==> src/rtl/io_input_conditioner.sv <==
// io_input_conditioner
// Pad-side input conditioning for the DM interface. Each channel is
// optionally inverted, synchronised into the clk domain and passed through
// a counter-based glitch filter. The result is the level y, with
// single-cycle rise/fall pulses, sticky per-channel edge flags and a global
// change strobe.
module io_input_conditioner #(
  parameter int               WIDTH       = 9,
  parameter int               SYNC_STAGES = 2,
  parameter int               FILTER_LEN  = 4,
  parameter logic [WIDTH-1:0] RESET_VALUE = '0,
  parameter logic [WIDTH-1:0] INVERT_MASK = '0
) (
  input  logic             clk,
  input  logic             rst,
  input  logic [WIDTH-1:0] pad_in,
  input  logic             filt_en,
  input  logic [WIDTH-1:0] clr_latched,
  output logic [WIDTH-1:0] y,
  output logic [WIDTH-1:0] rise,
  output logic [WIDTH-1:0] fall,
  output logic [WIDTH-1:0] edge_latched,
  output logic             any_change
);

  // The counter only has to reach FILTER_LEN-1; keep at least one bit.
  localparam int CNT_W = (FILTER_LEN > 1) ? $clog2(FILTER_LEN) : 1;
  localparam logic [CNT_W-1:0] FILT_LAST = CNT_W'(FILTER_LEN - 1);
  localparam logic [WIDTH-1:0] SYNC_RST  = RESET_VALUE ^ INVERT_MASK;

  logic [WIDTH-1:0] sync_q [SYNC_STAGES];
  logic [WIDTH-1:0] s;
  logic [CNT_W-1:0] cnt      [WIDTH];
  logic [CNT_W-1:0] cnt_next [WIDTH];
  logic [CNT_W-1:0] last_cnt;
  logic [WIDTH-1:0] y_next;
  logic [WIDTH-1:0] rise_next;
  logic [WIDTH-1:0] fall_next;
  logic [WIDTH-1:0] latched_next;

  assign s = sync_q[SYNC_STAGES-1];

  // Bypass behaves exactly like a filter of length one.
  assign last_cnt = filt_en ? FILT_LAST : '0;

  // Synchroniser chain on the (optionally inverted) raw pads.
  // NOTE: every synchroniser stage is reset so s is defined from the first
  // cycle after release; without it the filter would compare against X.
  always_ff @(posedge clk or posedge rst) begin
    if (rst) begin
      for (int i = 0; i < SYNC_STAGES; i++) sync_q[i] <= SYNC_RST;
    end else begin
      sync_q[0] <= pad_in ^ INVERT_MASK;
      for (int i = 1; i < SYNC_STAGES; i++) sync_q[i] <= sync_q[i-1];
    end
  end

  // Per-channel filter decision and edge / flag next-state.
  // NOTE: every variable gets a default at the top of the block so no path
  // leaves one unassigned, which would otherwise infer a latch.
  always_comb begin
    y_next = y;
    for (int i = 0; i < WIDTH; i++) begin
      cnt_next[i] = '0;
      if (s[i] != y[i]) begin
        // >= rather than == so a count left over from filtered mode is
        // accepted immediately once the filter is bypassed.
        if (cnt[i] >= last_cnt) begin
          y_next[i] = s[i];
        end else begin
          cnt_next[i] = cnt[i] + 1'b1;
        end
      end
    end
    rise_next    = y_next & ~y;
    fall_next    = ~y_next & y;
    // A new edge wins over a simultaneous clear, so no event is lost.
    latched_next = (edge_latched & ~clr_latched) | rise_next | fall_next;
  end

  // Register level, counters, pulses and flags together in one stage.
  // NOTE: sequential state uses non-blocking assignments only, so every
  // register samples pre-edge values regardless of statement order.
  always_ff @(posedge clk or posedge rst) begin
    if (rst) begin
      y            <= RESET_VALUE;
      rise         <= '0;
      fall         <= '0;
      edge_latched <= '0;
      any_change   <= 1'b0;
      for (int i = 0; i < WIDTH; i++) cnt[i] <= '0;
    end else begin
      y            <= y_next;
      rise         <= rise_next;
      fall         <= fall_next;
      edge_latched <= latched_next;
      any_change   <= |(rise_next | fall_next);
      for (int i = 0; i < WIDTH; i++) cnt[i] <= cnt_next[i];
    end
  end

endmodule

==> config.mk <==
export PLATFORM = sky130hd
export DESIGN_NAME = io_input_conditioner
export DESIGN_NICKNAME = d
export VERILOG_FILES = /design/src/rtl/io_input_conditioner.sv
export SDC_FILE = /design/constraint.sdc
export NUM_CORES = 1
export LEC_CHECK = 0
export ABC_AREA = 0
export CAP_MARGIN = 20
export CORE_AREA = 3 3 83 85
export CTS_CLUSTER_DIAMETER = 120
export DETAILED_ROUTE_END_ITERATION = 10
export DIE_AREA = 0 0 86 88
export PLACE_DENSITY = 0.82
export SYNTH_ARGS = -nofsm -noshare
export SYNTH_HDL_FRONTEND = slang
export SYNTH_SLANG_ARGS = --single-unit
export TNS_END_PERCENT = 5
==> constraint.sdc <==
create_clock -name clk -period 3.2 [get_ports clk]
set_clock_uncertainty 0.1 [all_clocks]
set_input_delay 0.48 -clock clk [delete_from_list [all_inputs] [get_ports clk]]
set_output_delay 0.48 -clock clk [all_outputs]
set_load 0.02 [all_outputs]
==> results of run 1 <==
critical path, cell delays in order:
cell and delay, ps:
clkdlybuf4s50_1 490, buf_4 190, ha_1 240, nand2b_4 150, a21oi_4 180, mux2_1 360
ha_1 290, nand4_1 120, nor2_1 110, nand4_1 90
Yosys cell counts:
cell type	count	share of area [%]
inv_1	29	3.4
nand2_1	1	0.12
mux2_1	9	3.1
nand4_1	2	0.39
ha_1	36	14
dfrtp_1	73	56
a21oi_4	9	4.5
o21ai_0	9	1.4
mux2i_1	9	2.8
nor2_1	10	1.2
nand2b_4	9	3.8
xnor2_1	18	4.9
nor3b_1	18	4.2
how the worst max path moves through the flow:
stage                        from  slack [ps]  depth (start not counted)                    to
final                     filt_en         600                         10  any_change$_DFF_PP0_
after global routing      filt_en         460                          9  any_change$_DFF_PP0_
after CTS                 filt_en         590                          9  any_change$_DFF_PP0_
after detailed placement  filt_en         240                         10  any_change$_DFF_PP0_
after global placement    filt_en         270                         10  any_change$_DFF_PP0_
after floorplan               rst         770                          1  any_change$_DFF_PP0_
metrics by stage:
stage | area (um^2) | power (W) | utilization, % | worst slack, ps
after floorplan | 3240 | 0.00266 | - | 767
after global placement | 3920 | 0.00328 | 62.5 | 269
after detailed placement | 3920 | 0.00335 | 62.5 | 242
after CTS | 4070 | 0.00395 | 64.9 | 587
after global routing | 4070 | 0.00419 | 64.9 | 462
final | 4070 | 0.00389 | 64.9 | 596
cells by family after synthesis:
group | Yosys count | synth area share (%)
XOR/XNOR | 18 | 4.87
AO/OA/AOI/OAI | 18 | 5.91
flip-flops | 73 | 56.4
multiplexers | 18 | 5.91
buffers and inverters | 29 | 3.36
AND/OR/NAND/NOR | 40 | 9.66
adder cells (fa/ha/maj) | 36 | 13.9
report_power, final:
part | switching [W] | leakage (nW) | internal [W] | total, W
logic | 0.000892 | 0.929 | 0.000957 | 0.00185
clock network | 0.000318 | 0.0778 | 0.000269 | 0.000587
registers | 0.000224 | 0.895 | 0.00123 | 0.00145
layout make-up:
class                      instances  area, um^2  share of cell area, %
timing repair buffer              59         586                   14.4
clock buffer                      10         128                   3.13
clock inverter                     4        22.5                  0.553
sequential                        73        1830                   44.9
tap                               77        96.3                   2.37
inverter                          29         109                   2.67
multi-input combinational        130        1300                   32.0
flip-flops by register name, indices dropped and copies added (netlist names):
register and count:
any_change 1, cnt 18, edge_latched 9, fall 9, rise 9, s 9
sync_q 9, y 9
metal layers:
layer,up-vias,wire (um),global-route usage (%)
met5,-,0,0
met4,0,95,6.91
met3,9,247,5.27
met2,41,2530,26.0
met1,897,2230,18.9
li1,901,-,-
==> flow_summary_export.csv, run 1 <==
group,metric,value,unit
placed_design,port_buffers,57,
drt,totalWireLength,5.10,mm
floorplanning,dieHeight,88,um
run_status,status,"finished, final reports clean",
timing,setup_viol,0,
hold_path,holdPathEnd,"s[2]$_DFF_PP0_",
floorplanning,die-area,0.00757,mm^2
timing,hold_viol_final,0,
global_routing,antenna_found_initial,0,
cells_and_area,antenna_cells,0,
placed_design,place_inst,368,
power,leakage,1.90,nW
setup_path,cp-start-kind,"input pin",
clock_network,clkSlewWorstSetupHoldPaths,70,ps
floorplanning,fp.dieW,86,um
timing,finalMaxSlewViolations,0,
cells_and_area,syn_to_final_growth,25.7,%
synth,syn-num-nets,289,
cells_and_area,fillers,499,
clock_network,cts_buffers,9,
clock_network,clockRootBuffer,"clkbuf_8",
timing,max_freq,384,MHz
global_routing,grt_max_degree,74,
synth,syn_area,0.00324,mm^2
drt,drtAntennaViolNets,0,
timing,rsz0062_at_grt,"no",
placed_design,dp_hpwl,3.72,mm
synth,syn_area_per_cell,14.0,um^2
hold_path,worstHoldPathCells,0,
floorplanning,start_util,51.6,%
setup_path,critical_path_class,"in2reg",
drt,drc,0,
power,power.density,955,mW/mm^2
clock_network,cts.sinks,73,
drt,first_pass_iters,4,
clock_network,clk-insertion-delay-late,340,ps
setup_path,worst-endpoint-arrival,2720,ps
drt,avgRoutedWirePerCell,13.3,um
synth,synth_cell_types,13,
clock_network,cts_hold_buffers,0,
drt,drtIter0Drc,69,
timing,finalCritPeriodShare,81.4,%
cells_and_area,final_common_cell,"dfrtp_1",
clock_network,cts_setup_buffers,0,
clock_network,cts_resized,0,
timing,period_minus_slack,2600,ps
cells_and_area,nNetsFinal,359,
clock_network,htreeDepth,3,
synth,ys_ff_latch,73,
timing,worst_slew_pin_slew,892,ps
placed_design,gp_congestion,0.710,
setup_path,crit_required,3310,ps
power,ir_drop,0.520,mV
drt,via_per_inst,4.84,
floorplanning,num_rows,29,
global_routing,overflow,0,
setup_path,ff2ff_path_depth,9,
timing,setup_tns,0,ps
floorplanning,core,0.00628,mm^2
setup_path,setup.worst_path.end_class,"register",
clock_network,cts_tree,"done",
cells_and_area,stdcell_count,382,
timing,fin_hold_ws,251,ps
job,drv_cap,0,
hold_path,hp-start,"sync_q[11]$_DFF_PP0_",
floorplanning,ios,58,
global_routing,grt_pass1_wl,9.08,mm
global_routing,grt_usage,15.8,%
synth,synthesis.yosys.warnings,0,
setup_path,ff2ff_setup_slack,970,ps
cells_and_area,drive_gt1_share,11.1,%
setup_path,r2r_end,"any_change$_DFF_PP0_",
timing,slew_headroom,40.5,%
global_routing,grt_pass1_vias,2029,
clock_network,clk_path_buf_depth,2,
synth,synth_cells,232,
cells_and_area,final_cell_mix,"dfrtp_1, clkdlybuf4s50_1, ha_1",
setup_path,critPathMaxFanout,9,
synth,synth-seq-area-share,56.4,%
setup_path,rr_startpoint,"cnt[14]$_DFF_PP0_",
hold_path,hp-class,"reg2reg",
drt,num_vias,1848,
Power figures use the tool's default switching activity.
==> run 2: changes to the inputs <==
==> constraint.sdc (replaced) <==
create_clock -name clk -period 2.6 [get_ports clk]
set_clock_uncertainty 0.1 [all_clocks]
set_input_delay 0.39 -clock clk [delete_from_list [all_inputs] [get_ports clk]]
set_output_delay 0.39 -clock clk [all_outputs]
set_load 0.02 [all_outputs]
==> run 2 against run 1 <==
Against the previous run:
- sequential power increased by 23%
- first-iteration DRC count up 22%
- flip-flop and latch count stayed put
==> flow_summary_export.csv, run 2 (synthesized netlist as in run 1, its figures left out) <==
group,metric,value,unit
timing,worst_slew_pin_slew,576,ps
setup_path,critPathMaxFanout,7,
timing,slew_headroom,61.5,%
cells_and_area,final_core_util,67.2,%
setup_path,critical_path_class,"in2reg",
global_routing,grt_pass1_wl,9.37,mm
clock_network,clk-insertion-delay-late,340,ps
placed_design,dp_hpwl,4.06,mm
clock_network,clockRootBuffer,"clkbuf_8",
power,power.density,1180,mW/mm^2
cells_and_area,drive_gt1_share,15.0,%
drt,drtIter0Drc,84,
placed_design,place_inst,381,
global_routing,grt_usage,16.4,%
global_routing,antenna_found_initial,0,
clock_network,clkSlewWorstSetupHoldPaths,70,ps
setup_path,crit_required,2710,ps
power,leakage,1.99,nW
job,drv_cap,0,
hold_path,hp-class,"reg2reg",
setup_path,critPathTopFamily,"buffers and inverters",
floorplanning,die-area,0.00757,mm^2
floorplanning,core,0.00628,mm^2
setup_path,slowest_stage,"clkdlybuf4s50_1",
floorplanning,ios,58,
drt,via_per_inst,4.84,
drt,avgRoutedWirePerCell,13.5,um
run_status,status,"finished, final reports clean",
clock_network,cts.sinks,73,
drt,first_pass_iters,2,
cells_and_area,syn_to_final_growth,30.2,%
global_routing,grt_pass1_vias,2079,
clock_network,cts_buffers,9,
setup_path,worst_path_largest_cell_delay,520,ps
placed_design,port_buffers,57,
drt,totalWireLength,5.36,mm
global_routing,grt_max_degree,29,
drt,num_vias,1921,
cells_and_area,final_common_cell,"dfrtp_1",
setup_path,path_cells,"clkdlybuf4s50_1, inv_1, ha_1, a21oi_4, mux2_1, ha_1, nand4_1, nor2_1, nand4_1",
clock_network,cts_tree,"done",
clock_network,cts_hold_buffers,0,
cells_and_area,antenna_cells,0,
cells_and_area,final_cell_mix,"dfrtp_1, clkdlybuf4s50_1, ha_1",
setup_path,worst-endpoint-arrival,2590,ps
floorplanning,fp.dieW,86,um
timing,rsz0062_at_grt,"no",
drt,drtAntennaViolNets,0,
cells_and_area,fillers,449,
setup_path,cp-start-kind,"input pin",
cells_and_area,stdcell_count,397,
cells_and_area,nNetsFinal,372,
setup_path,path_buf_inv,2,
timing,finalMaxSlewViolations,0,
timing,hold_viol_final,0,
timing,max_freq,404,MHz
floorplanning,num_rows,29,
clock_network,clk_path_buf_depth,2,
cells_and_area,largest_reg_flops,18,
floorplanning,dieHeight,88,um
clock_network,htreeDepth,3,
drt,drc,0,
floorplanning,start_util,51.6,%
placed_design,gp_congestion,0.761,
power,ir_drop,0.605,mV
timing,finalCritPeriodShare,95.1,%
cells_and_area,regMostFlops,"cnt",
clock_network,cts_resized,0,
setup_path,setup.worst_path.end_class,"register",
timing,setup_viol,0,
timing,period_minus_slack,2470,ps
clock_network,cts_setup_buffers,0,
global_routing,overflow,0,
## run 2: changes by cell type in the layout (fill, tap and decap cells not counted)
cell        delta
clkinvlp_4     -1
clkbuf_1       +1
buf_12         +2
buf_4         +11
clkbuf_8       +2
## run 2: power by group
part	total (W)	internal, W	switching, W
logic	0.00241	0.00128	0.00113
registers	0.00179	0.00151	0.000278
clock network	0.000788	0.000395	0.000393
## run 2: cell type report
| class | instances | area (um^2) | share of cell area [%] |
|---|---|---|---|
| clock inverters | 3 | 15.0 | 0.356 |
| clock buffers | 13 | 159 | 3.77 |
| repair buffers | 72 | 708 | 16.8 |
| well taps | 77 | 96.3 | 2.28 |
| flip-flops and latches | 73 | 1830 | 43.3 |
| inverters | 29 | 109 | 2.58 |
| multi-input cells | 130 | 1300 | 30.9 |
## run 2: worst reg2reg max path: cells and delay by family, from the launching register on
| kind | cells | cell delay (ps) |
|---|---|---|
| DFF | 1 | 390 |
| buffers and inverters | 1 | 50 |
| adders and majority gates | 2 | 550 |
| muxes | 1 | 360 |
| AOI/OAI and AO/OA | 1 | 150 |
| and+or+nand+nor | 4 | 500 |
## run 2: per-stage QoR
step / cell area, um^2 / hold WS [ps] / setup WS (ps) / TNS [ps] / power (W)
after floorplan: 3240 / 231 / 257 / 0 / 0.00328
after global placement: 4040 / 232 / -210 / -501 / 0.00416
after detailed placement: 4040 / 236 / -251 / -721 / 0.00425
after CTS: 4220 / 251 / 115 / 0 / 0.00507
after global routing: 4220 / 255 / 0.432 / 0 / 0.00539
final: 4220 / 249 / 128 / 0 / 0.00498
## run 2: path summary, 6_finish.rpt
check / startpoint / to / slack (ps) / depth (start not counted)
hold / removal: sync_q[12]$_DFF_PP0_ / s[3]$_DFF_PP0_ / 250 / 0
setup / recovery: filt_en / any_change$_DFF_PP0_ / 130 / 9
setup reg to reg: cnt[14]$_DFF_PP0_ / any_change$_DFF_PP0_ / 380 / 9
min in group asynchronous: rst / fall[8]$_DFF_PP0_ / 330 / 2
max in group asynchronous: rst / edge_latched[0]$_DFF_PP0_ / 1480 / 3
hold reg to reg: sync_q[12]$_DFF_PP0_ / s[3]$_DFF_PP0_ / 250 / 0
## run 2: routing by layer
| metal | track usage, % | wire length (um) | vias to the layer above |
|---|---|---|---|
| li1 | - | - | 931 |
| met1 | 19.0 | 2200 | 934 |
| met2 | 27.1 | 2710 | 42 |
| met3 | 6.40 | 332 | 14 |
| met4 | 7.05 | 119 | 0 |
| met5 | 0 | 0 | - |
